--- config.mk ---
export PLATFORM = sky130hd
export DESIGN_NAME = aes_result_unloader
export DESIGN_NICKNAME = d
export VERILOG_FILES = /design/src/rtl/aes_result_unloader.sv
export SDC_FILE = /design/constraint.sdc
export NUM_CORES = 1
export LEC_CHECK = 0
export CORE_MARGIN = 8
export CORE_UTILIZATION = 40
export CTS_CLUSTER_DIAMETER = 30
export CTS_CLUSTER_SIZE = 10
export DETAILED_ROUTE_END_ITERATION = 6
export PLACE_DENSITY = 0.67
export SLEW_MARGIN = 40
export SYNTH_ARGS = -nofsm -noshare
export SYNTH_HDL_FRONTEND = slang
export SYNTH_SLANG_ARGS = --single-unit
export TNS_END_PERCENT = 5
--- constraint.sdc ---
create_clock -name AES_clk -period 15 [get_ports AES_clk]
set_clock_uncertainty 0.15 [all_clocks]
set_input_delay 3 -clock AES_clk [delete_from_list [all_inputs] [get_ports AES_clk]]
set_output_delay 3 -clock AES_clk [all_outputs]
set_load 0.01 [all_outputs]
--- src/rtl/aes_result_unloader.sv ---
// aes_result_unloader: buffers AES cipher blocks (2-deep) and streams each as four 32-bit words, MS word first.
// Optional dropped-block counter port unl_ovf_count enabled by defining AES_UNLOAD_OVF_CNT_EN.
module aes_result_unloader (
    input  logic         AES_clk,
    input  logic         AES_rst_n,
    input  logic [127:0] AES_data_out,
    input  logic         AES_data_out_valid,
    output logic [31:0]  unl_word,
    output logic         unl_valid,
    input  logic         unl_ready,
    output logic         unl_last,
    output logic         unl_overflow
`ifdef AES_UNLOAD_OVF_CNT_EN
    ,output logic [7:0]  unl_ovf_count
`endif
);
    localparam logic [0:0] IDLE = 1'b0;
    localparam logic [0:0] SEND = 1'b1;

    logic [0:0]   state_q, state_d;
    logic [1:0]   wr_ptr_q, wr_ptr_d, rd_ptr_q, rd_ptr_d, idx_q, idx_d;
    logic         valid_q, arm_q, ovf_q;
    logic         cap, empty, full, pop, push, drop;
    logic [127:0] mem_q [2];
    logic [127:0] head;

    // arm_q blocks a capture on the first edge after reset so a valid already high at release is ignored
    assign cap       = AES_data_out_valid & ~valid_q & arm_q;
    assign empty     = wr_ptr_q == rd_ptr_q;
    assign full      = (wr_ptr_q - rd_ptr_q) == 2'd2;
    assign unl_valid = state_q == SEND;
    assign pop       = unl_valid & unl_ready & (idx_q == 2'd3);
    assign push      = cap & (~full | pop);
    assign drop      = cap & full & ~pop;
    assign head      = mem_q[rd_ptr_q[0]];
    assign unl_last  = unl_valid & (idx_q == 2'd3);
    assign unl_word  = !unl_valid    ? 32'd0 :
                       idx_q == 2'd0 ? head[127:96] :
                       idx_q == 2'd1 ? head[95:64] :
                       idx_q == 2'd2 ? head[63:32] : head[31:0];
    assign unl_overflow = ovf_q;

    // next-state: pointers move on push/pop; a capture into an empty FIFO enters SEND on the same edge
    always_comb begin
        wr_ptr_d = wr_ptr_q + {1'b0, push};
        rd_ptr_d = rd_ptr_q + {1'b0, pop};
        idx_d    = idx_q + {1'b0, unl_valid & unl_ready};
        state_d  = state_q == IDLE ? ((push || !empty) ? SEND : IDLE)
                                   : ((pop && wr_ptr_d == rd_ptr_d) ? IDLE : SEND);
    end

    // control state with asynchronous clear
    always_ff @(posedge AES_clk or negedge AES_rst_n) begin
        if (!AES_rst_n) begin
            state_q  <= IDLE;
            wr_ptr_q <= 2'd0;
            rd_ptr_q <= 2'd0;
            idx_q    <= 2'd0;
            valid_q  <= 1'b0;
            arm_q    <= 1'b0;
            ovf_q    <= 1'b0;
        end else begin
            state_q  <= state_d;
            wr_ptr_q <= wr_ptr_d;
            rd_ptr_q <= rd_ptr_d;
            idx_q    <= idx_d;
            valid_q  <= AES_data_out_valid;
            arm_q    <= 1'b1;
            ovf_q    <= ovf_q | drop;
        end
    end

    // block storage; when full with a simultaneous pop, the freed head slot is the write slot
    always_ff @(posedge AES_clk) begin
        if (push) mem_q[wr_ptr_q[0]] <= AES_data_out;
    end

`ifdef AES_UNLOAD_OVF_CNT_EN
    logic [7:0] cnt_q;

    // saturating count of dropped blocks
    always_ff @(posedge AES_clk or negedge AES_rst_n) begin
        if (!AES_rst_n) cnt_q <= 8'd0;
        else if (drop && cnt_q != 8'hff) cnt_q <= cnt_q + 8'd1;
    end

    assign unl_ovf_count = cnt_q;
`endif
endmodule

* After elaboration in Yosys (flattened, before gate mapping)
Memory sizes are Yosys's and may differ from the RTL's.
Cells that the tools add are included.
** Storage, ports and cells
- Bits in writable memories :: 256
- Memory bits (read-only) :: 0
- Register bits :: 10
- Input port bits :: 132
- Latch bits :: 0
- Memories kept :: 1
** Cells by class
- Divide/modulo/power cells :: 0
- Bitwise gates (word level) :: 13
- Multiplexer cells :: 9
- Shift operators :: 0
- $lt $le $gt $ge :: 0
- Reductions and logical operators :: 4
- Equality and inequality tests :: 6
- $mul :: 0
- $add $sub $neg :: 4
** Memories
- mem_q :: depth 2, width 128, read ports 1, clocked after Yosys merged registers in 0, write ports 1, line 24 : logic [127:0] mem_q [2];
** Operators with widths (number)
- 32-bit 2-to-1 mux :: 4
- 1-bit bitwise AND :: 8
- 2-bit by 1-bit adder with 2-bit output :: 3
- 2-bit == test (second input constant) :: 3
- 1-bit 2-to-1 mux :: 5
- 2-bit == test :: 2
- 1-bit NOT :: 3
- 2-bit by 1-bit == test with 1-bit output (second input constant) :: 1
- 2-bit zero test :: 1
- 1-bit bitwise OR :: 2
- 2-bit subtractor :: 1
- 1-bit logical AND :: 1
- 1-bit zero test :: 1
- 1-bit logical OR :: 1

* Longest topological paths before layout
- Depth in word-level cells :: 10
- Depth in mapped cells :: 9
- Gate-level depth less buffers :: 7

* Worst setup path before layout
No wires, ideal clock.
- Path kind :: input to register
- From :: input port unl_ready
- To :: register state_q, in the netlist unl_valid
- Setup slack :: 7.521 ns
- Arrival time :: 7.199 ns
- Buffers on the path :: 0
- Cell stages on the path :: 7
- Data required time :: 14.720 ns
- Path through :: and4_1 -> nor3_1 -> nor2_1 -> ha_1 -> xnor2_1 -> xnor2_1 -> a31oi_1
** On the way
- Cells in the longest elaborated chain, start to end :: 9
- Elaborated cells on any way between the ends :: 12
- Those cells by class :: add/sub (2); eq/ne (1); mux (3); bitwise (4); reduce/logical (2)
** RTL lines
- start: declaration :: line 10 : input logic unl_ready,
- 1-bit bitwise AND (*) (2 in series) :: line 32 : assign pop = unl_valid & unl_ready & (idx_q == 2'd3);
- 1-bit bitwise OR :: line 33 : assign push = cap & (~full | pop);
- 1-bit bitwise AND :: line 33
- 2-bit by 1-bit adder with 2-bit output :: line 45 : wr_ptr_d = wr_ptr_q + {1'b0, push};
- 2-bit == test :: line 49 : : ((pop && wr_ptr_d == rd_ptr_d) ? IDLE : SEND);
- 1-bit logical AND :: line 49
- 1-bit 2-to-1 mux :: line 49
- 1-bit 2-to-1 mux (*) :: line 48 : state_d = state_q == IDLE ? ((push || !empty) ? SEND : IDLE)
- named net state_d :: line 20 : logic [0:0] state_q, state_d;
- end signal: assignment :: line 63 : state_q <= state_d;
- end: declaration :: line 20
The timed path passes the listed nets; every way through them passes the cells marked *.

* Worst setup path in the final report
- From :: register idx_q[0]
- To :: output port unl_word[26]
** On the way
- Cells in the longest elaborated chain, start to end :: 5
- Elaborated cells on any way between the ends :: 7
- Those cells by class :: eq/ne (2); mux (4); reduce/logical (1)
** RTL lines
- start: declaration :: line 21 : logic [1:0] wr_ptr_q, wr_ptr_d, rd_ptr_q, rd_ptr_d, idx_q, idx_d;
- start signal: assignment :: line 66 : idx_q <= idx_d;
- 2-bit == test :: line 40 : idx_q == 2'd2 ? head[63:32] : head[31:0];
- 32-bit 2-to-1 mux :: line 40
- 32-bit 2-to-1 mux :: line 39 : idx_q == 2'd1 ? head[95:64] :
- 32-bit 2-to-1 mux (*) :: line 38 : idx_q == 2'd0 ? head[127:96] :
- 32-bit 2-to-1 mux (*) :: line 37 : assign unl_word = !unl_valid ? 32'd0 :
- end: declaration :: line 8 : output logic [31:0] unl_word,
Every way passes the cells marked *; elsewhere a longest branch is shown, timed or not.

==> run_results.csv <==
group,metric,value,unit
run_status,status,"finished, final reports clean",
setup_path,worstReg2RegStart,"unl_valid$_DFF_PN0_",
timing,slew_violations,0,
detailed_routing,routed_via_density,4.95,
job,cap_viol_max_count,0,
place,place_congestion,0.718,
global_routing,use_met2,0.236,
global_routing,grt_pass1_vias,5752,
timing,finalCritPeriodShare,0.440,
cells_and_area,n_antenna_cell,0,
clock_tree,clk_pin_slew,0.05,ns
yosys,ys_warn_count,0,
worst_hold_path,hold_path_class,"reg2reg",
floorplan,initial_core_util,0.406,
setup_path,max_stage_delay,0.80,ns
yosys,ys_types,24,
global_routing,grt_use_met3,0.0404,
detailed_routing,detailedRoute.firstIterationViolations,316,
detailed_routing,vias,5045,
timing,worst_pin_slew,0.805,ns
yosys,syn_area_per_cell,23.2,um^2
global_routing,grt_overflow,0,
yosys,synth_area_leaders,"edfxtp_1, mux4_2, mux2i_1",
setup_path,startpoint,"idx_q[0]$_DFF_PN0_",
setup_path,crit_type,"reg2out",
setup_path,r2r_end,"mem_q[0][122]$_DFFE_PP_",
setup_path,path_cells,"buf_4 -> mux4_2 -> mux2i_1 -> nor2b_1 -> clkdlybuf4s50_1",
clock_tree,cts_tree,"done",
timing,report.final.hold_viol_count,0,
place,dp_cells,922,
global_routing,grt_use_met1,0.161,
global_routing,antenna_found_initial,0,
place,hpwlAfterDp,13700,um
timing,fmax,152,MHz
yosys,ys_seq_area_frac,0.776,
power_and_ir_drop,peakVddDrop,0.120,mV
cells_and_area,stdcell_count,1019,
global_routing,grt_usage,0.135,
timing,setup_viol,0,
timing,max_slew_margin,0.464,
setup_path,crit_family,"buffers and inverters",
setup_path,critPathMaxFanout,36,
cells_and_area,drive_gt1_frac,0.241,
timing,whs,0.344,ns
setup_path,cp-end-kind,"output pin",
setup_path,startpoint_type,"flip-flop",
clock_tree,post-cts-setup-buffers,0,
clock_tree,cts_resized,0,
global_routing,grt.busiest_layer,"met2",
yosys,synth_top_area_frac,0.752,
floorplan,core.rowCount,58,
power_and_ir_drop,p_leak,0.00475,uW
clock_tree,cts_buffer_depth,3,
detailed_routing,wl_per_cell,20.6,um
cells_and_area,area_growth,37.5,%
timing,period_needed,6.60,ns
clock_tree,htreeDepth,2,
setup_path,rrSetupSlack,11.31,ns
yosys,synth_seq_cells,266,
detailed_routing,drc_errors,0,
yosys,synth_nets,576,
clock_tree,cts_sinks,266,
setup_path,rr_worst_depth,7,
clock_tree,clock_latency,0.53,ns
setup_path,crit_buf_inv,2,
power_and_ir_drop,powerDensity,201,nW/um^2
floorplan,die_w,176,um
cells_and_area,final_common_cell,"edfxtp_1",
worst_hold_path,hp-start,"rd_ptr_q[1]$_DFF_PN0_",
place,io_buffers,166,
yosys,syn_inst,440,
setup_path,crit_path_top_delay_cell,"dfrtp_4",
cells_and_area,mostFrequentLayoutCells,"edfxtp_1, clkdlybuf4s50_1, mux4_2, clkbuf_16, nor2b_1",
floorplan,pin_count,167,
detailed_routing,drt-total-wl,21000,um
clock_tree,holdBufCountCts,0,
floorplan,die_y,176,um
global_routing,grt_max_degree,66,
floorplan,dieArea,30900,um^2
worst_hold_path,whs_endpoint,"rd_ptr_q[1]$_DFF_PN0_",
setup_path,critPathRequiredTime,11.85,ns
timing,tns,0,ns
cells_and_area,nets,783,
setup_path,arrival,3.45,ns
detailed_routing,drtPass1Iterations,4,
worst_hold_path,whs_path_depth,1,
yosys,synth_largest_area_cell,"edfxtp_1",
floorplan,core_area,25200,um^2
timing,rsz0062_at_grt,"false",
detailed_routing,ant_nets,0,
global_routing,grt_pass1_wl,32300,um
setup_path,crit_cells,5,
clock_tree,cts-buffers-inserted,52,
yosys,syn_area,10200,um^2
clock_tree,clockRootBuffer,"clkbuf_16",
[Yosys cell counts, drive strengths merged]
library cell  count
a22o              2
a31oi             1
and2              2
and3              1
and4              1
buf              15
clkbuf            6
conb              1
dfrtp            10
edfxtp          256
ha                4
inv               3
mux2i            30
mux4             64
nand3b            1
nor2              1
nor2b            31
nor3              1
nor4bb            1
o41ai             1
xnor2             3
xor2              5
[state kept, by name, indices dropped and copies added, names as in the netlist]
signal,flops
unl_valid,1
mem_q,256
arm_q,1
rd_ptr_q,2
valid_q,1
unl_overflow,1
idx_q,2
wr_ptr_q,2
[worst max-delay path by stage]
stage                                         end
final                                unl_word[26]
after global routing                 unl_word[26]
after CTS                            unl_word[21]
after detailed placement  mem_q[0][123]$_DFFE_PP_
after global placement    mem_q[1][121]$_DFFE_PP_
after floorplan               unl_valid$_DFF_PN0_
[cells by family after synthesis]
family          after synthesis  synth area share
flops                       266             0.776
mux                          94             0.170
simple gates                 39            0.0242
buf+inv                      24            0.0142
xor+xnor                      8           0.00685
fa+ha+maj                     4           0.00489
compound gates                4           0.00318
other cells                   1          0.000367
[final cells by class]
cell class	instances	area, um^2
clock inverter	39	409
tap	330	413
clock buffer	57	1360
fill	1886	11100
inverter	3	11.3
sequential	266	7940
multi-input combinational	150	2170
timing repair buffer	174	1750
[layer usage]
metal | part of all wire | vias to the layer above
li1 | - | 2270
met1 | 0.39 | 2547
met2 | 0.52 | 203
met3 | 0.077 | 25
met4 | 0.012 | 0
met5 | 0 | -
[metrics by stage]
step | utilization | power, uW | setup slack, ns | instance area, um^2
after floorplan | - | 1420 | 7.52 | 10200
after global placement | 0.486 | 1710 | 8.72 | 12200
after detailed placement | 0.487 | 1730 | 8.57 | 12300
after CTS | 0.557 | 2870 | 8.28 | 14000
after global routing | 0.559 | 2940 | 8.12 | 14100
final | 0.559 | 2820 | 8.40 | 14100
[report_power, final]
part,leakage [uW],internal (uW),total [uW],switching (uW)
Clock,0.000861,760,1130,367
Combinational,0.00146,425,725,300
Sequential,0.00243,892,969,76.5
Total,0.00475,2080,2820,744
Power figures use the tool's default switching activity.
